--- src/rtl/nibble_packer_8.sv ---
`default_nettype none
// ============================================================================
// Module      : nibble_packer_8
// Description : Packs pairs of valid nibbles into bytes and buffers them in a
//               show-ahead FIFO drained by a valid/ready handshake.
// Revision    : 1.0 - initial release
// ============================================================================
module nibble_packer_8 #(
    parameter int DEPTH     = 4,
    parameter bit LOW_FIRST = 1'b1
) (
    input  logic                     clk,
    input  logic                     reset_L,
    input  logic [3:0]               data_in,
    input  logic                     valid_in,
    input  logic                     ready_in,
    output logic [7:0]               data_out,
    output logic                     valid_out,
    output logic [$clog2(DEPTH):0]   fill_level,
    output logic                     half_pending,
    output logic                     overflow
);

    localparam int             AW     = $clog2(DEPTH);
    localparam logic [AW:0]    c_full = (AW+1)'(DEPTH);

    logic [3:0]    r_half;
    logic [7:0]    r_mem [DEPTH];
    logic [AW-1:0] r_wr_ptr;
    logic [AW-1:0] r_rd_ptr;
    logic [AW:0]   r_count;

    logic          w_pop;
    logic          w_push_try;
    logic          w_push;
    logic [7:0]    w_byte;

    generate
        if (LOW_FIRST) begin : g_low_first
            assign w_byte = {data_in, r_half};
        end else begin : g_high_first
            assign w_byte = {r_half, data_in};
        end
    endgenerate

    // A full FIFO still accepts a byte when the head leaves on the same edge.
    assign w_pop      = (r_count != '0) && ready_in;
    assign w_push_try = valid_in && half_pending;
    assign w_push     = w_push_try && ((r_count != c_full) || w_pop);

    always_ff @(posedge clk or negedge reset_L) begin
        if (!reset_L) begin
            r_half       <= 4'h0;
            half_pending <= 1'b0;
            r_wr_ptr     <= '0;
            r_rd_ptr     <= '0;
            r_count      <= '0;
            overflow     <= 1'b0;
        end else begin
            if (valid_in) begin
                if (!half_pending) begin
                    r_half       <= data_in;
                    half_pending <= 1'b1;
                end else begin
                    half_pending <= 1'b0;
                end
            end

            if (w_push_try && !w_push) begin
                overflow <= 1'b1;
            end

            if (w_push) begin
                r_wr_ptr <= r_wr_ptr + AW'(1);
            end
            if (w_pop) begin
                r_rd_ptr <= r_rd_ptr + AW'(1);
            end

            case ({w_push, w_pop})
                2'b10:   r_count <= r_count + (AW+1)'(1);
                2'b01:   r_count <= r_count - (AW+1)'(1);
                default: r_count <= r_count;
            endcase
        end
    end

    always_ff @(posedge clk) begin
        if (w_push) begin
            r_mem[r_wr_ptr] <= w_byte;
        end
    end

    assign valid_out  = (r_count != '0);
    assign data_out   = valid_out ? r_mem[r_rd_ptr] : 8'h00;
    assign fill_level = r_count;

endmodule
`default_nettype wire

--- config.mk ---
export PLATFORM = sky130hd
export DESIGN_NAME = nibble_packer_8
export DESIGN_NICKNAME = d
export VERILOG_FILES = /design/src/rtl/nibble_packer_8.sv
export SDC_FILE = /design/constraint.sdc
export NUM_CORES = 1
export LEC_CHECK = 0
export BUFFER_PORTS_ARGS = -buffer_cell sky130_fd_sc_hd__buf_4
export CAP_MARGIN = 20
export CELL_PAD_IN_SITES_DETAIL_PLACEMENT = 0
export CELL_PAD_IN_SITES_GLOBAL_PLACEMENT = 1
export CORE_ASPECT_RATIO = 1.75
export CORE_MARGIN = 4
export CORE_UTILIZATION = 52
export CTS_CLUSTER_SIZE = 16
export DETAILED_ROUTE_END_ITERATION = 8
export GPL_TIMING_DRIVEN = 0
export PLACE_DENSITY = 0.94
export SLEW_MARGIN = 15
export SYNTH_ARGS = -nofsm -noshare
export SYNTH_HDL_FRONTEND = slang
export SYNTH_SLANG_ARGS = --single-unit
--- constraint.sdc ---
create_clock -name clk -period 3.55 [get_ports clk]
set_clock_uncertainty 0.05 [all_clocks]
set_input_delay 0.355 -clock clk [delete_from_list [all_inputs] [get_ports clk]]
set_output_delay 0.355 -clock clk [all_outputs]
set_load 0.01 [all_outputs]
==> summary.md <==
| Metric | Value |
|---|---|
| Skew-Pair Late Insertion Delay | 0.29 ns |
| Worst-path clk slew | 0.07 ns |
| Final net count | 145 |
| Die area | 4700 µm² |
| Number of max-cap violations | 0 |
| Vias per std cell | 5.113 |
| Vias | 905 |
| Reg2reg end | fill_level[2] |
| Hold Path Depth | 2 |
| Depth of the worst register-to-register path | 9 |
| Worst hold path startpoint | valid_in |
| Unique cell type count in the Yosys netlist | 23 |
| Final Routed Wirelength | 2865 µm |
| Required time of the critical path | 3.72 ns |
| Final worst path period need | roughly 2.2 ns |
| Layout cells sized above 1 | 38.64% |
| Slack of the critical path | 1.395 ns |
| Area growth from synthesis to final layout | 16.95% |
| Endpoints failing hold | 0 |
| Unrepaired setup endpoints after global routing | false |
| Count of fill cells added during filler insertion | approximately 270 |
| Maximum ir drop on the vdd rail | around 0.54 mV |
| Worst hold endpoint | half_pending |
| Largest net degree at the start of global routing | 15 |
| Biggest fanout along the worst timing path | 7 |
| Wire length of the first global-routing pass | 4823 µm |
| DRC Markers | 0 |
| Sink count of the clock tree | between 40 and 50 |
| Total clock buffers created by CTS | 5 |
| Top cells by area in the synthesized netlist | sky130_fd_sc_hd__edfxtp_1, sky130_fd_sc_hd__dfrtp_1, sky130_fd_sc_hd__mux4_2 |
| Root Buffer Master | sky130_fd_sc_hd__clkbuf_8 |
| Final Util | 64.36% |
| Status | finished clean |
| Cells along the critical path | nor4b_4, nor2_2, inv_1, ha_1, inv_1, fa_1, xor2_1, nor2_1, xor2_1 |
| Average wire length per cell after detail routing | 16.19 µm |
| Remaining antenna violation count after routing | 0 |
| Critical-path cell with the highest stage delay | sky130_fd_sc_hd__dfrtp_1 |
| Vias in the first global route | 973 |
| Post-placement setup slack | 1.385 ns |
| Highest Clock Rate | 0.4641 GHz |
| Measured slew at the worst slew-check pin | 0.4166 ns |
| Per-instance average area after synthesis | 18.52 µm² |
| Routability cong. | 0.7160 |
| DIE HEIGHT | 87.74 µm |
| Remaining Overflow, GRT | 0 |
| Cells after Synth | between 100 and 150 |
| Leakage power total | about 0.86 nW |
| CTS HTree Levels | 2 |
| Initial detailed-routing violation count | 20 |
| Post_cts resized | 0 |
| Area of the core | between 3000 and 4000 µm² |
| Number of antenna cells inserted | 0 |
| Worst Setup Start Kind | flop |
| Cell Rows | 28 |
| Overall Global Routing Usage | between 10% and 20% |
| Input/output buffers | 21 |
| Final slew viol count | 0 |
| Critical path arrival | 2.32 ns |
| Die Width | 53.57 µm |
| Critical register-to-register path startpoint | fill_level[0] |
| Worst setup slack for register-to-register paths | 1.40 ns |
| Share of the yosys chip area belonging to registers | between 60% and 70% |
| Top-level port count | 22 |
| Number of detailed-routing iterations run before antenna repair | 3 |
| Remaining max-slew budget at the tightest pin | 72.23% |
| Maximum clock insertion buffer count | 2 |
| Synthesized Nets | 116 |
| Slowest stage delay, CP | 0.45 ns |
| Initial core utilization | 55.03% |
| Category of cells accounting for the largest share of critical-path delay | simple AND/OR/NAND/NOR gates |
| Worst hold path class | input pin to flop |
| Ratio of final minimum period to clock period | 60.70% |
| Post-Synthesis Cell Area | approximately 1900 µm² |
| Cell type contributing the most total cell area after synthesis | sky130_fd_sc_hd__edfxtp_1 |
| Startpoint-to-endpoint class of the critical path | flop to flop |
| Setup TNS | 0 ns |
| Top cell type's share of synthesized area | 50.86% |
| Nature of the critical path endpoint | flop |
| Number of setup violations in the final report | 0 |
| Detail Placement HPWL | 2138 µm |
| Antenna violations before repair | 0 |
| Pwr/cell area | ~850 nW/µm² |
| Seq cells post-synth | 45 |
| Yosys warns | 0 |
| TritonCTS clock tree | built |
| Bufs and invs on worst path | 2 |
==> registers in the layout, summed over array words and instances, names as in the netlist <==
register / count
r_rd_ptr: 2
r_half: 4
half_pending: 1
r_mem: 32
fill_level: 3
r_wr_ptr: 2
overflow: 1
==> kinds of logic (layout without fill, tap and decap cells) <==
| family | Yosys count | in the layout | synth area share [%] |
|---|---|---|---|
| flops | 45 | 45 | 68.08 |
| mux | 14 | 14 | 13.24 |
| simple gates | 20 | 20 | 7.947 |
| xor+xnor | 7 | 7 | 3.245 |
| fa+ha+maj | 6 | 6 | 4.371 |
| compound gates | 1 | 1 | 0.4637 |
| buf+inv | 9 | 39 | 2.649 |
==> synth_stat cells <==
cell type                  instances
sky130_fd_sc_hd__edfxtp_1         32
sky130_fd_sc_hd__dfrtp_1          13
sky130_fd_sc_hd__and2_1           12
sky130_fd_sc_hd__mux4_2            8
sky130_fd_sc_hd__inv_1             6
sky130_fd_sc_hd__ha_1              5
sky130_fd_sc_hd__mux2_2            4
sky130_fd_sc_hd__xor2_1            4
sky130_fd_sc_hd__xnor2_1           3
sky130_fd_sc_hd__buf_6             2
sky130_fd_sc_hd__a31o_2            1
sky130_fd_sc_hd__and2_4            1
sky130_fd_sc_hd__and2b_1           1
sky130_fd_sc_hd__clkbuf_2          1
sky130_fd_sc_hd__fa_1              1
sky130_fd_sc_hd__mux2_4            1
sky130_fd_sc_hd__mux2i_1           1
sky130_fd_sc_hd__nand2_1           1
sky130_fd_sc_hd__nand3_2           1
sky130_fd_sc_hd__nor2_1            1
sky130_fd_sc_hd__nor2_2            1
sky130_fd_sc_hd__nor4b_4           1
sky130_fd_sc_hd__or3_4             1
==> metal layers <==
layer	GRT usage, %	part of all wire, %	up-vias
met2	25.59	58	19
met3	3.918	3.7	8
li1	-	-	429
met5	0	0	-
met4	6.977	2.5	0
met1	16.21	36	449
==> placed cells by master (no fill, tap or decap) <==
master,netlist,layout
sky130_fd_sc_hd__xnor2_1,3,3
sky130_fd_sc_hd__nor4b_4,1,1
sky130_fd_sc_hd__clkinv_2,0,1
sky130_fd_sc_hd__nand2_1,1,1
sky130_fd_sc_hd__nand3_2,1,1
sky130_fd_sc_hd__mux2i_1,1,1
sky130_fd_sc_hd__dlygate4sd3_1,0,1
sky130_fd_sc_hd__fa_1,1,1
sky130_fd_sc_hd__mux4_2,8,8
sky130_fd_sc_hd__xor2_1,4,4
sky130_fd_sc_hd__buf_6,2,2
sky130_fd_sc_hd__inv_1,6,6
sky130_fd_sc_hd__and2b_1,1,1
sky130_fd_sc_hd__or3_4,1,1
sky130_fd_sc_hd__mux2_2,4,4
sky130_fd_sc_hd__edfxtp_1,32,32
sky130_fd_sc_hd__dfrtp_1,13,13
sky130_fd_sc_hd__clkbuf_2,1,1
sky130_fd_sc_hd__clkbuf_8,0,6
sky130_fd_sc_hd__mux2_4,1,1
sky130_fd_sc_hd__buf_4,0,21
sky130_fd_sc_hd__clkinv_4,0,1
sky130_fd_sc_hd__nor2_2,1,1
sky130_fd_sc_hd__a31o_2,1,1
sky130_fd_sc_hd__ha_1,5,5
sky130_fd_sc_hd__and2_4,1,1
sky130_fd_sc_hd__nor2_1,1,1
sky130_fd_sc_hd__and2_1,12,12
==> report_power, final <==
group	internal (mW)	switching, mW
Combinational	0.405	0.321
Clock	0.158	0.162
Sequential	0.733	0.0915
==> cell type report <==
type	instances	area, µm²	area share, %
inverters	6	22.52	1.019
clock inverters	2	13.76	0.6229
plain buffers	3	27.53	1.246
repair buffers	22	167.7	7.588
flip-flops and latches	45	1286	58.21
clock buffers	6	82.58	3.737
well taps	45	56.30	2.548
multi-input cells	48	553.0	25.03
==> worst max path at each step <==
stage             startpoint       endpoint  slack (ns)  depth (start not counted)
6_report       fill_level[0]  fill_level[2]        1.40                          9
5_1_grt        fill_level[0]  fill_level[2]        1.26                          9
2_1_floorplan  fill_level[0]  fill_level[2]        1.52                          9
4_1_cts        fill_level[0]  fill_level[2]        1.37                          9
3_5_place_dp   fill_level[0]  fill_level[2]        1.39                          9
3_3_place_gp   fill_level[0]  fill_level[2]        1.44                          9
==> metrics by stage <==
| stage | instance area [µm²] | instances | hold slack (ns) | power, mW |
|---|---|---|---|---|
| after floorplan | 1889 | 102 | 0.009409 | 1.306 |
| after detailed placement | 2103 | 168 | 0.1593 | 1.582 |
| after global placement | 2103 | 168 | 0.1573 | 1.540 |
| after CTS | 2210 | 177 | 0.1995 | 1.904 |
| final | 2210 | 177 | 0.2130 | 1.870 |
| after global routing | 2210 | 177 | 0.2098 | 1.994 |
==> what timing repair did <==
item                                   4_1_cts  5_1_grt
setup buffers                                0        0
endpoints found under the hold margin       13        0
hold buffers                                 1        0
(Power assumes the default switching activity.)
